### config.mk
export PLATFORM = sky130hd
export DESIGN_NAME = mem_port_adapter_flat
export DESIGN_NICKNAME = d
export VERILOG_FILES = /design/src/rtl/mem_port_adapter_pkg.sv /design/src/rtl/mem_port_adapter_if.sv /design/src/rtl/mem_port_adapter_align.sv /design/src/rtl/mem_port_adapter.sv /design/src/flat_wrapper.sv
export SDC_FILE = /design/constraint.sdc
export NUM_CORES = 1
export LEC_CHECK = 0
export CAP_MARGIN = 0
export CORE_UTILIZATION = 45
export CTS_CLUSTER_DIAMETER = 150
export DETAILED_ROUTE_END_ITERATION = 16
export PLACE_DENSITY_LB_ADDON = 0.2
export REMOVE_ABC_BUFFERS = 1
export SLEW_MARGIN = 25
export SYNTH_ARGS = -nofsm -noshare
export SYNTH_HDL_FRONTEND = slang
export SYNTH_SLANG_ARGS = --single-unit
### constraint.sdc
create_clock -name clk -period 3.5 [get_ports clk]
set_input_delay 0.7 -clock clk [delete_from_list [all_inputs] [get_ports clk]]
set_output_delay 0.7 -clock clk [all_outputs]
set_load 0.02 [all_outputs]
### src/rtl/mem_port_adapter_pkg.sv
// Shared types for the RV32I memory port adapter.
package mem_port_adapter_pkg;

    typedef enum logic [1:0] {
        mem_b = 2'b00,
        mem_h = 2'b01,
        mem_w = 2'b10
    } mem_size_t;

    localparam logic [1:0] MEM_SIZE_BAD = 2'b11;

endpackage

### src/rtl/mem_port_adapter_if.sv
// CPU-side request/response and physical-memory bus seen by the adapter.
interface mem_port_adapter_if;
    logic        mem_read;
    logic        mem_write;
    logic [31:0] mem_address;
    logic [2:0]  mem_funct3;
    logic [31:0] mem_wdata;
    logic [31:0] mem_rdata;
    logic        mem_resp;
    logic        mem_error;
    logic        pmem_read;
    logic        pmem_write;
    logic [31:0] pmem_address;
    logic [31:0] pmem_wdata;
    logic [3:0]  pmem_byte_enable;
    logic        pmem_resp;
    logic [31:0] pmem_rdata;

    // master = CPU control plus physical memory; slave = the adapter between them
    modport master (
        output mem_read, mem_write, mem_address, mem_funct3, mem_wdata,
        input  mem_rdata, mem_resp, mem_error,
        input  pmem_read, pmem_write, pmem_address, pmem_wdata, pmem_byte_enable,
        output pmem_resp, pmem_rdata
    );

    modport slave (
        input  mem_read, mem_write, mem_address, mem_funct3, mem_wdata,
        output mem_rdata, mem_resp, mem_error,
        output pmem_read, pmem_write, pmem_address, pmem_wdata, pmem_byte_enable,
        input  pmem_resp, pmem_rdata
    );
endinterface

### src/rtl/mem_port_adapter_align.sv
// Combinational lane logic: byte enables, store steering, load extraction
// and extension, misalignment and size checks.
module mem_port_adapter_align
    import mem_port_adapter_pkg::*;
#(
    parameter int ERR_MISALIGN = 1
) (
    input  logic [1:0]  i_off,
    input  logic [2:0]  i_funct3,
    input  logic [31:0] i_wdata,
    input  logic [31:0] i_rdata,
    output logic [3:0]  o_be,
    output logic [31:0] o_wdata,
    output logic [31:0] o_rdata,
    output logic        o_misalign,
    output logic        o_bad_size
);
    logic [1:0]  w_size;
    logic [1:0]  w_off;
    logic [4:0]  w_shamt;
    logic [31:0] w_lane;

    always_comb begin
        w_size     = i_funct3[1:0];
        o_bad_size = (w_size == MEM_SIZE_BAD);
        case (w_size)
            mem_h:   o_misalign = i_off[0];
            mem_w:   o_misalign = |i_off;
            default: o_misalign = 1'b0;
        endcase
        // When misalignment is tolerated, the access collapses onto lane 0.
        w_off   = (o_misalign && (ERR_MISALIGN == 0)) ? 2'b00 : i_off;
        w_shamt = {w_off, 3'b000};
        o_wdata = i_wdata << w_shamt;
        w_lane  = i_rdata >> w_shamt;
        case (w_size)
            mem_b: begin
                o_be    = 4'b0001 << w_off;
                o_rdata = i_funct3[2] ? {24'd0, w_lane[7:0]} : {{24{w_lane[7]}}, w_lane[7:0]};
            end
            mem_h: begin
                o_be    = 4'b0011 << w_off;
                o_rdata = i_funct3[2] ? {16'd0, w_lane[15:0]} : {{16{w_lane[15]}}, w_lane[15:0]};
            end
            mem_w: begin
                o_be    = 4'b1111;
                o_rdata = i_rdata;
            end
            default: begin
                o_be    = 4'b0000;
                o_rdata = 32'd0;
            end
        endcase
    end
endmodule

### src/rtl/mem_port_adapter.sv
// Multicycle CPU memory port to physical memory adapter with sub-word
// steering, misalignment rejection and a bounded-latency timeout.
module mem_port_adapter
    import mem_port_adapter_pkg::*;
#(
    parameter int TIMEOUT      = 255,
    parameter int ERR_MISALIGN = 1
) (
    input  logic               clk,
    input  logic               rst,
    mem_port_adapter_if.slave  bus
);
    localparam int CW = $clog2(TIMEOUT + 1);

    typedef enum logic [1:0] {S_IDLE, S_ACCESS, S_RESP, S_HOLD} state_t;

    state_t        r_state, w_next;
    logic [CW-1:0] r_cnt;
    logic [29:0]   r_waddr;
    logic [1:0]    r_off;
    logic [2:0]    r_funct3;
    logic          r_is_read;
    logic [31:0]   r_wdata;
    logic [3:0]    r_be;
    logic [31:0]   r_rdata;
    logic          r_err;

    logic          w_req, w_illegal, w_last;
    logic [1:0]    w_off;
    logic [2:0]    w_funct3;
    logic [3:0]    w_be;
    logic [31:0]   w_wdata, w_rdata;
    logic          w_misalign, w_bad_size;

    // Live inputs drive the lane logic only while IDLE; afterwards the latched copy does.
    assign w_off    = (r_state == S_IDLE) ? bus.mem_address[1:0] : r_off;
    assign w_funct3 = (r_state == S_IDLE) ? bus.mem_funct3 : r_funct3;
    assign w_req    = bus.mem_read | bus.mem_write;
    assign w_illegal = (bus.mem_read & bus.mem_write) | w_bad_size
                     | (w_misalign & (ERR_MISALIGN != 0));
    assign w_last   = (r_cnt == CW'(TIMEOUT - 1));

    mem_port_adapter_align #(.ERR_MISALIGN(ERR_MISALIGN)) u_align (
        .i_off      (w_off),
        .i_funct3   (w_funct3),
        .i_wdata    (bus.mem_wdata),
        .i_rdata    (bus.pmem_rdata),
        .o_be       (w_be),
        .o_wdata    (w_wdata),
        .o_rdata    (w_rdata),
        .o_misalign (w_misalign),
        .o_bad_size (w_bad_size)
    );

    always_ff @(posedge clk or negedge rst) begin
        if (!rst) r_state <= S_IDLE;
        else      r_state <= w_next;
    end

    always_comb begin
        w_next = r_state;
        case (r_state)
            S_IDLE:   if (w_req) w_next = w_illegal ? S_RESP : S_ACCESS;
            S_ACCESS: if (bus.pmem_resp || w_last) w_next = S_RESP;
            S_RESP:   w_next = S_HOLD;
            S_HOLD:   if (!w_req) w_next = S_IDLE;
            default:  w_next = S_IDLE;
        endcase
    end

    always_comb begin
        bus.pmem_read        = (r_state == S_ACCESS) &  r_is_read;
        bus.pmem_write       = (r_state == S_ACCESS) & ~r_is_read;
        bus.pmem_address     = {r_waddr, 2'b00};
        bus.pmem_wdata       = r_wdata;
        bus.pmem_byte_enable = r_be;
        bus.mem_resp         = (r_state == S_RESP);
        bus.mem_error        = r_err;
        bus.mem_rdata        = r_rdata;
    end

    always_ff @(posedge clk or negedge rst) begin
        if (!rst) begin
            r_cnt     <= '0;
            r_waddr   <= '0;
            r_off     <= '0;
            r_funct3  <= '0;
            r_is_read <= 1'b0;
            r_wdata   <= '0;
            r_be      <= '0;
            r_rdata   <= '0;
            r_err     <= 1'b0;
        end else begin
            case (r_state)
                S_IDLE: if (w_req) begin
                    r_cnt     <= '0;
                    r_waddr   <= bus.mem_address[31:2];
                    r_off     <= bus.mem_address[1:0];
                    r_funct3  <= bus.mem_funct3;
                    r_is_read <= bus.mem_read;
                    r_wdata   <= w_wdata;
                    r_be      <= w_be;
                    r_rdata   <= '0;
                    r_err     <= w_illegal;
                end
                S_ACCESS: begin
                    r_cnt <= r_cnt + CW'(1);
                    if (bus.pmem_resp) begin
                        r_rdata <= r_is_read ? w_rdata : 32'd0;
                        r_err   <= 1'b0;
                    end else if (w_last) begin
                        r_rdata <= 32'd0;
                        r_err   <= 1'b1;
                    end
                end
                default: ;
            endcase
        end
    end
endmodule
### src/flat_wrapper.sv
// flat-port wrapper written by rule: the top's interface ports become plain ports
module mem_port_adapter_flat import mem_port_adapter_pkg::*;
#(
    parameter int TIMEOUT      = 255,
    parameter int ERR_MISALIGN = 1
)
  (clk, rst, bus_mem_read, bus_mem_write, bus_mem_address, bus_mem_funct3, bus_mem_wdata, bus_mem_rdata, bus_mem_resp, bus_mem_error, bus_pmem_read, bus_pmem_write, bus_pmem_address, bus_pmem_wdata, bus_pmem_byte_enable, bus_pmem_resp, bus_pmem_rdata);
  mem_port_adapter_if bus_i ();
  input  logic clk;
  input  logic rst;
  input wire logic [$bits(bus_i.mem_read)-1:0] bus_mem_read;
  input wire logic [$bits(bus_i.mem_write)-1:0] bus_mem_write;
  input wire logic [$bits(bus_i.mem_address)-1:0] bus_mem_address;
  input wire logic [$bits(bus_i.mem_funct3)-1:0] bus_mem_funct3;
  input wire logic [$bits(bus_i.mem_wdata)-1:0] bus_mem_wdata;
  output wire logic [$bits(bus_i.mem_rdata)-1:0] bus_mem_rdata;
  output wire logic [$bits(bus_i.mem_resp)-1:0] bus_mem_resp;
  output wire logic [$bits(bus_i.mem_error)-1:0] bus_mem_error;
  output wire logic [$bits(bus_i.pmem_read)-1:0] bus_pmem_read;
  output wire logic [$bits(bus_i.pmem_write)-1:0] bus_pmem_write;
  output wire logic [$bits(bus_i.pmem_address)-1:0] bus_pmem_address;
  output wire logic [$bits(bus_i.pmem_wdata)-1:0] bus_pmem_wdata;
  output wire logic [$bits(bus_i.pmem_byte_enable)-1:0] bus_pmem_byte_enable;
  input wire logic [$bits(bus_i.pmem_resp)-1:0] bus_pmem_resp;
  input wire logic [$bits(bus_i.pmem_rdata)-1:0] bus_pmem_rdata;
  assign bus_i.mem_read = bus_mem_read;
  assign bus_i.mem_write = bus_mem_write;
  assign bus_i.mem_address = bus_mem_address;
  assign bus_i.mem_funct3 = bus_mem_funct3;
  assign bus_i.mem_wdata = bus_mem_wdata;
  assign bus_mem_rdata = bus_i.mem_rdata;
  assign bus_mem_resp = bus_i.mem_resp;
  assign bus_mem_error = bus_i.mem_error;
  assign bus_pmem_read = bus_i.pmem_read;
  assign bus_pmem_write = bus_i.pmem_write;
  assign bus_pmem_address = bus_i.pmem_address;
  assign bus_pmem_wdata = bus_i.pmem_wdata;
  assign bus_pmem_byte_enable = bus_i.pmem_byte_enable;
  assign bus_i.pmem_resp = bus_pmem_resp;
  assign bus_i.pmem_rdata = bus_pmem_rdata;
  mem_port_adapter #(.TIMEOUT(TIMEOUT), .ERR_MISALIGN(ERR_MISALIGN)) u_core (.clk(clk), .rst(rst), .bus(bus_i));
endmodule
==> results.txt <==
Max stage delay cell, worst path = nor2_1
Die W = 115.7 um
CP endpoint = u_core.bus.mem_rdata[3]
R2R Path End = u_core.bus.mem_rdata[3]
Final core occ = 0.6896
Min setup slack post-route = 0.5804 ns
Max VDD drop = 445.4 uV
Critical path capture point type = flop
Synth top area share = 0.4944
Initial Utilization = 0.4612
Post-synth top flop = dfrtp_1
CTS Root Cell = clkbuf_16
Antenna diodes = 0
FF+latch count, synth = 115
Pre-CTS setup slack = 0.2463 ns
DR pass1 iterations = 5
Core ar. = 0.01262 mm^2
Worst path max stage delay = 0.51 ns
Congestion Overflow GR = 0
FF-to-FF Start = u_core.r_state[0]
Critical path data arrival time = 3.27 ns
Avg Inst Size Synth = 10.43 um^2
Die area = 0.01339 mm^2
Layout Nets = 873
IO Port Bufs = 205
# setup viols final = 0
Layout cell share with drive strength beyond 1 = 0.1360
Layout Area Growth over Synthesis = 49.51%
Commonest non-fill, non-tap cell in the layout = clkdlybuf4s50_1
Vias = 5228
CP cell instances = inv_1, ha_1, mux2i_1, inv_1, ha_1, and3b_1, nand2_1, nor2_1, a222oi_1, inv_1
Pin count of the biggest net entering global routing = 67
Antenna violations before repair = 0
Final hold vios = 0
Vias in the first global route = 5277
Routability cong. = 0.8182
Distinct cells, synth = 60
R2r worst-path depth = 10
Wirelength per Cell = 17.95 um
Register area share after synthesis = 0.4944
I/O pin count = 208
Post-CTS Hold Fix Bufs = 0
DRC violations left = 0
Crit Path Max Fanout = 12
Synth warn = 0
Post-CTS sizing = 0
Skew final = 0.007492 ns
Number of setup buffers added after CTS = 0
Worst-path clk slew = 0.05 ns
Number of max-cap violations = 0
H-tree depth = 4
DR iter-0 viols = 413
Worst Setup Start Kind = flop
CP top delay family = simple AND/OR/NAND/NOR gates
Hold/Removal Path Class = input pin to asynchronous set/reset pin
Rows = 41
Rel. slew slack = 0.4223
Final Cycle Share = 0.8342
Clock Tree Buf Depth = 2
Status = complete, no violations
PnR Total Power = 8.258 mW
CP most frequent cell = inv_1
Buffer and inverter count on the worst path = 3
Tmin final = 2.920 ns
Leakage = 3.859 nW
CP Launch Point = u_core.r_state[0]
Chip Height = 115.7 um
Reg2Reg Setup Slack = 0.58 ns
Most frequent cells in the layout = clkdlybuf4s50_1, dfrtp_1, nand2_1
Routed Antenna Nets = 0
PwrDens = 948.9 mW/mm^2
Post-synth top area cell = dfrtp_1
Required @ worst endpoint = 3.85 ns
Async S/R FF share, synth = 1.000
Hold WS = 0.3794 ns
CTS buffer count = 17
Synth top area cells = dfrtp_1, mux2_2, nand2_1
Total Wirelength = 16.94 mm
Final-report max-slew violation count = 0
Vias per inst = 5.538
Gr usage total = 0.2635
FMAX = 342.5 MHz
Clock net sink count = 115
Clock Latency Late Sink = 0.42 ns
Global-route wire length before repair = 26.63 mm
Cell Area, Synth = 0.005821 mm^2
Number of flops mapped to enable cells by yosys = 0
Mapped Cells = 558
WP depth = 10
RSZ-0062 raised after global routing = false
Classification of the worst setup path = flop to flop
Placed wire-length estimate = 11.96 mm
TritonCTS clock tree = built
Actual slew at the worst max-slew pin = 0.8666 ns
worst min-delay path by stage:
stage | from | end | slack [ns]
after global routing | rst | u_core.r_cnt[4] | 0.46
after CTS | rst | u_core.r_cnt[4] | 0.41
after detailed placement | u_core.bus.pmem_wdata[25] | u_core.bus.pmem_wdata[25] | 0.47
after floorplan | rst | u_core.bus.mem_error | 0.40
final | rst | u_core.r_cnt[4] | 0.38
after global placement | u_core.bus.pmem_wdata[25] | u_core.bus.pmem_wdata[25] | 0.46
state kept, by name, indices dropped and copies added, names as in the netlist:
signal,count
u_core.r_off,2
u_core.r_cnt,8
u_core.bus.mem_rdata,32
u_core.r_waddr,30
u_core.bus.pmem_wdata,32
u_core.r_funct3,3
u_core.bus.mem_error,1
u_core.bus.pmem_byte_enable,4
u_core.r_is_read,1
u_core.r_state,2
where the power goes:
group	total, mW	switching, mW	internal, mW
clock network	1.92	0.635	1.28
logic	4.20	2.31	1.90
registers	2.14	0.303	1.83
cells by family (layout without fill, tap and decap cells):
kind of cell / count (synthesis) / after routing / share of synthesized area
multiplexers: 57 / 57 / 0.1081
buffers and inverters: 55 / 268 / 0.04299
other: 1 / 2 / 0.0006443
XOR/XNOR: 4 / 4 / 0.006020
AO/OA/AOI/OAI: 164 / 164 / 0.2031
adder cells (fa/ha/maj): 10 / 10 / 0.02150
flip-flops: 115 / 115 / 0.4944
AND/OR/NAND/NOR: 152 / 152 / 0.1232
cell type report:
class / instances / area (um^2)
flip-flops and latches: 115 / 2878
multi-input cells: 389 / 2711
fillers: 995 / 3918
clock inverters: 12 / 203.9
inverters: 16 / 60.06
repair buffers: 220 / 2187
well taps: 172 / 215.2
clock buffers: 20 / 446.7
cells in the mapped netlist (7+ instances only):
library cell	n
ha_1	10
a222oi_1	7
clkbuf_1	18
mux2_2	37
o21ai_0	30
a21oi_1	33
buf_2	13
a31oi_1	9
nand2_1	82
a211oi_1	8
nor2b_1	14
a221o_2	9
a22o_1	13
nand3_1	7
mux2i_1	19
nor2_1	20
inv_1	16
o2bb2ai_1	7
a221o_1	8
dfrtp_1	115
a21o_1	17
and3_1	9
metrics by stage:
step | instance area (um^2) | TNS, ns | cells
6_report | 8702 | 0 | 944
5_1_grt | 8702 | 0 | 944
4_1_cts | 8702 | 0 | 944
3_5_place_dp | 8051 | 0 | 912
3_3_place_gp | 8051 | 0 | 912
2_1_floorplan | 5634 | -95.04 | 520
worst reg2reg max path, stage by stage, from the launching register on:
cell and delay [ns]:
dfrtp_1 0.40, inv_1 0.11, ha_1 0.23, mux2i_1 0.45, inv_1 0.15, ha_1 0.23
and3b_1 0.23, nand2_1 0.29, nor2_1 0.51, a222oi_1 0.18, inv_1 0.08
routing by layer:
metal	GRT usage	part of all wire	up-vias
met5	0	0	-
met2	0.4367	0.51	197
met1	0.3257	0.40	2572
li1	-	-	2430
met3	0.06747	0.064	29
met4	0.1171	0.025	0
No activity file was read; power rests on OpenSTA's default activity.
